`src/rtl/fetch_stall_flush_ctrl_if.sv`:
```
// Hazard-control bundle between the hazard unit (master) and the fetch/ID
// consumer (slave). Carries control inputs, fetch data and all registered outputs.
interface fetch_stall_flush_ctrl_if #(
    parameter int unsigned CTRL_W = 12,
    parameter int unsigned CNT_W  = 16
);
    logic              PCWrite;
    logic              IFIDWrite;
    logic              Bolha;
    logic              Flush;
    logic [31:0]       JumpTarget;
    logic [31:0]       Instr_in;
    logic [CTRL_W-1:0] Ctrl_in;
    logic [31:0]       PC_out;
    logic [31:0]       IFID_PC;
    logic [31:0]       IFID_Instr;
    logic              IFID_Valid;
    logic [CTRL_W-1:0] IDEX_Ctrl;
    logic [CNT_W-1:0]  StallCount;
    logic [CNT_W-1:0]  FlushCount;

    modport master (
        output PCWrite, IFIDWrite, Bolha, Flush, JumpTarget, Instr_in, Ctrl_in,
        input  PC_out, IFID_PC, IFID_Instr, IFID_Valid, IDEX_Ctrl, StallCount, FlushCount
    );

    modport slave (
        input  PCWrite, IFIDWrite, Bolha, Flush, JumpTarget, Instr_in, Ctrl_in,
        output PC_out, IFID_PC, IFID_Instr, IFID_Valid, IDEX_Ctrl, StallCount, FlushCount
    );
endinterface

```
`src/rtl/fetch_stall_flush_ctrl.sv`:
```
// Applies PCWrite/IFIDWrite/Bolha/Flush to the PC, IF/ID and ID/EX control
// registers, and keeps saturating stall/flush event counters for debug.
module fetch_stall_flush_ctrl #(
    parameter logic [31:0]  RESET_PC  = 32'h0000_0000,
    parameter int unsigned  CTRL_W    = 12,
    parameter int unsigned  CNT_W     = 16,
    parameter logic [31:0]  NOP_INSTR = 32'h0000_0013
) (
    input  logic                  clk,
    input  logic                  rst,
    fetch_stall_flush_ctrl_if.slave bus
);
    localparam logic [CNT_W-1:0] CNT_MAX = '1;

    logic [31:0]       pc_q,          pc_d;
    logic [31:0]       ifid_pc_q,     ifid_pc_d;
    logic [31:0]       ifid_instr_q,  ifid_instr_d;
    logic              ifid_valid_q,  ifid_valid_d;
    logic [CTRL_W-1:0] idex_ctrl_q,   idex_ctrl_d;
    logic [CNT_W-1:0]  stall_cnt_q,   stall_cnt_d;
    logic [CNT_W-1:0]  flush_cnt_q,   flush_cnt_d;

    // Next-state: flush outranks stall for PC and IF/ID; Bolha only touches ID/EX.
    always_comb begin
        pc_d         = pc_q;
        ifid_pc_d    = ifid_pc_q;
        ifid_instr_d = ifid_instr_q;
        ifid_valid_d = ifid_valid_q;
        idex_ctrl_d  = bus.Ctrl_in;
        stall_cnt_d  = stall_cnt_q;
        flush_cnt_d  = flush_cnt_q;

        if (bus.Flush) begin
            pc_d = {bus.JumpTarget[31:2], 2'b00};
        end else if (bus.PCWrite) begin
            pc_d = pc_q + 32'd4;
        end

        if (bus.Flush) begin
            ifid_pc_d    = 32'd0;
            ifid_instr_d = NOP_INSTR;
            ifid_valid_d = 1'b0;
        end else if (bus.IFIDWrite) begin
            ifid_pc_d    = pc_q;
            ifid_instr_d = bus.Instr_in;
            ifid_valid_d = 1'b1;
        end

        // A killed IF/ID entry becomes a bubble one cycle after the flush.
        if (bus.Bolha || !ifid_valid_q) begin
            idex_ctrl_d = '0;
        end

        if (bus.Bolha && (stall_cnt_q != CNT_MAX)) begin
            stall_cnt_d = stall_cnt_q + CNT_W'(1);
        end
        if (bus.Flush && (flush_cnt_q != CNT_MAX)) begin
            flush_cnt_d = flush_cnt_q + CNT_W'(1);
        end
    end

    always_ff @(posedge clk or posedge rst) begin
        if (rst) begin
            pc_q         <= RESET_PC;
            ifid_pc_q    <= 32'd0;
            ifid_instr_q <= NOP_INSTR;
            ifid_valid_q <= 1'b0;
            idex_ctrl_q  <= '0;
            stall_cnt_q  <= '0;
            flush_cnt_q  <= '0;
        end else begin
            pc_q         <= pc_d;
            ifid_pc_q    <= ifid_pc_d;
            ifid_instr_q <= ifid_instr_d;
            ifid_valid_q <= ifid_valid_d;
            idex_ctrl_q  <= idex_ctrl_d;
            stall_cnt_q  <= stall_cnt_d;
            flush_cnt_q  <= flush_cnt_d;
        end
    end

    assign bus.PC_out     = pc_q;
    assign bus.IFID_PC    = ifid_pc_q;
    assign bus.IFID_Instr = ifid_instr_q;
    assign bus.IFID_Valid = ifid_valid_q;
    assign bus.IDEX_Ctrl  = idex_ctrl_q;
    assign bus.StallCount = stall_cnt_q;
    assign bus.FlushCount = flush_cnt_q;
endmodule

```
`src/flat_wrapper.sv`:
```
// flat-port wrapper written by rule: the top's interface ports become plain ports
module fetch_stall_flush_ctrl_flat 
#(
    parameter logic [31:0]  RESET_PC  = 32'h0000_0000,
    parameter int unsigned  CTRL_W    = 12,
    parameter int unsigned  CNT_W     = 16,
    parameter logic [31:0]  NOP_INSTR = 32'h0000_0013
)
  (clk, rst, bus_PCWrite, bus_IFIDWrite, bus_Bolha, bus_Flush, bus_JumpTarget, bus_Instr_in, bus_Ctrl_in, bus_PC_out, bus_IFID_PC, bus_IFID_Instr, bus_IFID_Valid, bus_IDEX_Ctrl, bus_StallCount, bus_FlushCount);
  fetch_stall_flush_ctrl_if #(.CTRL_W(CTRL_W), .CNT_W(CNT_W)) bus_i ();
  input  logic clk;
  input  logic rst;
  input wire logic [$bits(bus_i.PCWrite)-1:0] bus_PCWrite;
  input wire logic [$bits(bus_i.IFIDWrite)-1:0] bus_IFIDWrite;
  input wire logic [$bits(bus_i.Bolha)-1:0] bus_Bolha;
  input wire logic [$bits(bus_i.Flush)-1:0] bus_Flush;
  input wire logic [$bits(bus_i.JumpTarget)-1:0] bus_JumpTarget;
  input wire logic [$bits(bus_i.Instr_in)-1:0] bus_Instr_in;
  input wire logic [$bits(bus_i.Ctrl_in)-1:0] bus_Ctrl_in;
  output wire logic [$bits(bus_i.PC_out)-1:0] bus_PC_out;
  output wire logic [$bits(bus_i.IFID_PC)-1:0] bus_IFID_PC;
  output wire logic [$bits(bus_i.IFID_Instr)-1:0] bus_IFID_Instr;
  output wire logic [$bits(bus_i.IFID_Valid)-1:0] bus_IFID_Valid;
  output wire logic [$bits(bus_i.IDEX_Ctrl)-1:0] bus_IDEX_Ctrl;
  output wire logic [$bits(bus_i.StallCount)-1:0] bus_StallCount;
  output wire logic [$bits(bus_i.FlushCount)-1:0] bus_FlushCount;
  assign bus_i.PCWrite = bus_PCWrite;
  assign bus_i.IFIDWrite = bus_IFIDWrite;
  assign bus_i.Bolha = bus_Bolha;
  assign bus_i.Flush = bus_Flush;
  assign bus_i.JumpTarget = bus_JumpTarget;
  assign bus_i.Instr_in = bus_Instr_in;
  assign bus_i.Ctrl_in = bus_Ctrl_in;
  assign bus_PC_out = bus_i.PC_out;
  assign bus_IFID_PC = bus_i.IFID_PC;
  assign bus_IFID_Instr = bus_i.IFID_Instr;
  assign bus_IFID_Valid = bus_i.IFID_Valid;
  assign bus_IDEX_Ctrl = bus_i.IDEX_Ctrl;
  assign bus_StallCount = bus_i.StallCount;
  assign bus_FlushCount = bus_i.FlushCount;
  fetch_stall_flush_ctrl #(.RESET_PC(RESET_PC), .CTRL_W(CTRL_W), .CNT_W(CNT_W), .NOP_INSTR(NOP_INSTR)) u_core (.clk(clk), .rst(rst), .bus(bus_i));
endmodule
```
`config.mk`:
```
export PLATFORM = sky130hd
export DESIGN_NAME = fetch_stall_flush_ctrl_flat
export DESIGN_NICKNAME = d
export VERILOG_FILES = /design/src/rtl/fetch_stall_flush_ctrl_if.sv /design/src/rtl/fetch_stall_flush_ctrl.sv /design/src/flat_wrapper.sv
export SDC_FILE = /design/constraint.sdc
export NUM_CORES = 1
export LEC_CHECK = 0
export ABC_AREA = 1
export BUFFER_PORTS_ARGS = -buffer_cell sky130_fd_sc_hd__buf_2
export CAP_MARGIN = 20
export CORE_MARGIN = 1
export CORE_UTILIZATION = 51
export CTS_CLUSTER_SIZE = 24
export DETAILED_ROUTE_END_ITERATION = 16
export GPL_ROUTABILITY_DRIVEN = 0
export PLACE_DENSITY = 0.8
export SYNTH_ARGS = -nofsm -noshare
export SYNTH_HDL_FRONTEND = slang
export SYNTH_SLANG_ARGS = --single-unit
```
`constraint.sdc`:
```
create_clock -name clk -period 5.83 [get_ports clk]
set_clock_uncertainty 0.05 [all_clocks]
set_input_delay 0.583 -clock clk [delete_from_list [all_inputs] [get_ports clk]]
set_output_delay 0.583 -clock clk [all_outputs]
set_load 0.05 [all_outputs]
```
* After elaboration in Yosys (flattened, before gate mapping) *
Index checks and enable logic that the tools add are counted.

storage, ports and cells
  flip-flop bits (word level) = 141
  input bits = 82
  output and inout bits = 141
  logic and storage cells = 27

cells by class
  add/subtract/negate cells = 3
  equality and inequality tests = 2
  multiplexer cells = 9
  reduce and logical (&&, ||, !) cells = 6

operators with widths
  kind                                            number
  2-to-1 mux 32 bit                               6
  adder 16 x 1 -> 16 bit (second input constant)  2
  adder 32 x 3 -> 32 bit (second input constant)  1
  inequality test 16 bit (second input constant)  2
  2-to-1 mux 12 bit                               1
  nonzero test 2 bit                              2
  logical AND 1 bit                               2
  2-to-1 mux 1 bit                                2
  zero test 1 bit                                 1
  logical OR 1 bit                                1

* Depth between registers and ports, before layout *
  word-level depth = 3
  mapped depth = 9
  depth with buffers taken out = 9

* Worst setup path after synthesis *
No wires, ideal clock.

  path kind = flip-flop to flip-flop
  start point = register u_core.stall_cnt_q[0] (netlist: u_core.bus.StallCount[0])
  end point = register u_core.stall_cnt_q[10] (netlist: u_core.bus.StallCount[10])
  setup time = 118 ps
  arrival time = 1802 ps
  data required time = 5662 ps
  slack = 3860 ps
  stages on the path, launching flop included = 10
  path buffers = 1
  period minus slack after synthesis = 1970 ps
  cell sequence = dfrtp_1 > ha_1 > inv_1 > nor2_4 > nand2_2 > o21ai_4 > inv_4 > buf_6 > nand2_1 > nand2_1

between the ends
  longest elaborated chain between the ends = 2
  elaborated cells on any way between the ends = 3
  classes of those cells = 1 x add/sub; 1 x eq/ne; 1 x reduce/logical

ends and longest elaborated chain
  element                                                                         RTL line                      text
  start: declaration                                                              fetch_stall_flush_ctrl.sv:20  logic [CNT_W-1:0] stall_cnt_q, stall_cnt_d;
  start signal: assignment                                                        fetch_stall_flush_ctrl.sv:77  stall_cnt_q <= stall_cnt_d;
  parallel branches: the longest is 2 deep, another holds adder 16 x 1 -> 16 bit  --

Several ways; the timed one is not identified.
A chain may end at the register's enable or synchronous reset.

* Worst setup path in the final report *
  start point = input bus_Flush
  end point = register u_core.pc_q[29] (netlist: u_core.bus.PC_out[29])

between the ends
  longest elaborated chain between the ends = 1
  elaborated cells on any way between the ends = 2
  classes of those cells = 1 x mux; 1 x reduce/logical

ends and longest elaborated chain
  element                                                  RTL line                      text
  start: declaration                                       flat_wrapper.sv:16            input wire logic [$bits(bus_i.Flush)-1:0] bus_Flush;
  2-to-1 mux 32 bit or nonzero test 2 bit (tied branches)  --
  end signal: assignment                                   fetch_stall_flush_ctrl.sv:72  pc_q <= pc_d;
  end: declaration                                         fetch_stall_flush_ctrl.sv:15  logic [31:0] pc_q, pc_d;

Several ways; a longest one is shown, not always the timed one.

==> reports/metrics.cfg <==
[global_route]
grt_usage_pct=27.2
antenna_found_initial=0
grt_pass1_wl_um=27700
grt_max_degree=78
grt_overflow=0
grt_pass1_vias=5524

[route]
wl_per_cell_um=14.8
firstDrtPassIters=8
wirelength_um=17800
vias_per_cell=5.09
ant_nets=0
route.vias.total=6124
drc=0
drt_iter0_drc=503

[timing]
relSlewSlack_pct=38.4
fin_ws_ps=3230
tns_ps=0
final-hold-violation-count=0
finalCritPeriodShare_pct=44.7
period_needed_ps=2600
fmax_mhz=384
tightest_slew_ps=920
finalSetupViolations=0
slew_viol_final=0
rsz0062_at_grt=false

[finish]
diodes=0
seqCellArea_mm2=0.00346
num-fill-cells=1095
syn2layout_area_growth_pct=28.1
postLayoutCellArea_mm2=0.00850
drive_gt1_share_pct=25.9
layout.nets=1104
multi_input_area_mm2=0.00276

[critical_path]
crit_type=in -> reg
crit_path_cell_trace=buf_2, inv_1, nand2_1, clkinv_1, a22oi_1, nand2_1
critPathSlowestCell=clkinv_1
startpoint_type=input port
path_common_cell=nand2_1
cp_max_fo=34
cp.required_ps=6070
max_stage_delay_ps=690
critPathCaptureType=flip-flop
arrival_ps=2850
r2r_slack_ps=3730

[floorplan]
die_y_um=116
num_io_pins=223
dieArea_mm2=0.0135
core-area_mm2=0.0127
die_w_um=116
initial_core_util_pct=52.4
core.rowCount=41

[cts]
cts_max_level=4
postCtsHoldBufs=0
worstSkewPairLatency_ps=420
cts_tree=yes
ctsResizeCount=0
path_clk_slew_ps=60
cts_buffers=17
cts.sinks=138
clockBufferDepth=2
postCtsSetupBuffers=0
cts-root-buf=clkbuf_16

[synth]
syn_area_per_cell_um2=8.22
synth.top_cell.area_share_pct=50.9
synth_enable_flop_cells=0
synth_top_area_cell=dfrtp_1
ys_seq_area_share_pct=52.1
yosysMostFrequentCell=nand2_1
synth-warning-count=0
syn-instance-count=807
netlist_area_mm2=0.00664
ys_ff_latch=138
ys_async_sr_fraction_pct=100
ys_types=33
synth.area.top_cells=dfrtp_1 51%, nand2_1 15%, nor2_1 4.8%, a22o_1 4.1%, inv_1 4.0%
synth_common_cells=272 x nand2_1, 135 x dfrtp_1, 84 x nor2_1
postSynth.topFlopCell=dfrtp_1

[placed_design]
postPlaceCellArea_mm2=0.00783
preCtsSetupSlack_ps=2840
port_buffers=218
dp_hpwl_um=12700

[flow_run]
maxCapViolations=0

[pwr]
leakage_uw=0.00449
total_power_uw=3020
p_per_area_mw_per_mm2=356
irDropWorstVdd_v=0.000216

[worst_hold_path]
min_path_type=in -> async

[outcome]
outcome=complete, no violations

worst max-delay path: cells and delay by family:
kind / cells / cell delay (ps)
AOI/OAI and AO/OA: 1 / 430
and+or+nand+nor: 2 / 310
buffers and inverters: 3 / 1500
logic make-up after synthesis:
kind of cell | Yosys count | synth area share [%]
other | 1 | 0.0565
adders and majority gates | 3 | 0.566
DFF | 138 | 52.1
xor gates and xnor gates | 26 | 3.43
AOI/OAI and AO/OA | 110 | 11.5
buffers and inverters | 102 | 6.47
and+or+nand+nor | 427 | 25.9
per-layer routing:
layer,GRT usage [%],share of wire [%],vias to the layer above
met1,36.3,44,2813
met4,11.3,1.9,0
met5,0,0,-
li1,-,-,3038
met3,5.23,6.5,27
met2,43.5,47,246
flip-flops by register name (all words and copies together), names as in the netlist:
| register | count |
|---|---|
| u_core.bus.IFID_Instr | 32 |
| u_core.bus.IFID_PC | 31 |
| u_core.bus.FlushCount | 16 |
| u_core.bus.IDEX_Ctrl | 12 |
| u_core.bus.PC_out | 30 |
| u_core.bus.IFID_Valid | 1 |
| u_core.bus.StallCount | 16 |
power by group:
| group | internal (µW) | switching (µW) | total [µW] |
|---|---|---|---|
| logic | 161 | 497 | 658 |
| registers | 1040 | 102 | 1140 |
| clock network | 806 | 418 | 1220 |
per-stage QoR:
stage | cells | util [%] | hold slack, ps
2_1_floorplan | 808 | - | 623
3_3_place_gp | 1172 | 61.8 | 411
3_5_place_dp | 1172 | 61.8 | 418
4_1_cts | 1204 | 67.1 | 250
5_1_grt | 1204 | 67.1 | 287
6_report | 1204 | 67.1 | 230
cell usage in the layout, fill, tap and decap left out, types with 3 or more instances in the layout:
cell type,instances
o211ai_1,3
nand2_1,272
nor2_2,3
dfrtp_1,135
o21ai_0,48
xnor2_1,13
buf_4,3
inv_1,70
o22a_1,3
bufinv_16,6
xor2_1,13
nor2_1,82
nand3_1,52
buf_2,218
a22oi_1,20
ha_1,3
dfstp_2,3
inv_6,4
clkinvlp_4,3
nand2_2,3
a22o_1,31
nor3_1,4
clkbuf_16,17
nand4_1,6
final timing paths:
path                                               start                        end  depth (start not counted)
worst max-delay path                           bus_Flush      u_core.bus.PC_out[29]                          6
min in group clk                          bus_Ctrl_in[1]    u_core.bus.IDEX_Ctrl[1]                          3
worst max register to register  u_core.bus.FlushCount[0]   u_core.bus.FlushCount[4]                          8
max in group asynchronous                            rst  u_core.bus.IFID_Instr[24]                          3
worst min register to register    u_core.bus.IFID_PC[16]     u_core.bus.IFID_PC[16]                          2
worst min-delay path                                 rst   u_core.bus.FlushCount[5]                          2
cell type report:
cell class / instances / share of cell area [%]
Clock buffer: 18 / 5.05
Clock inverter: 14 / 2.86
Inverter: 73 / 3.31
Multi-Input combinational cell: 568 / 32.5
Sequential cell: 138 / 40.7
Tap cell: 172 / 2.53
Timing Repair Buffer: 221 / 13.1
(Power assumes the default switching activity.)
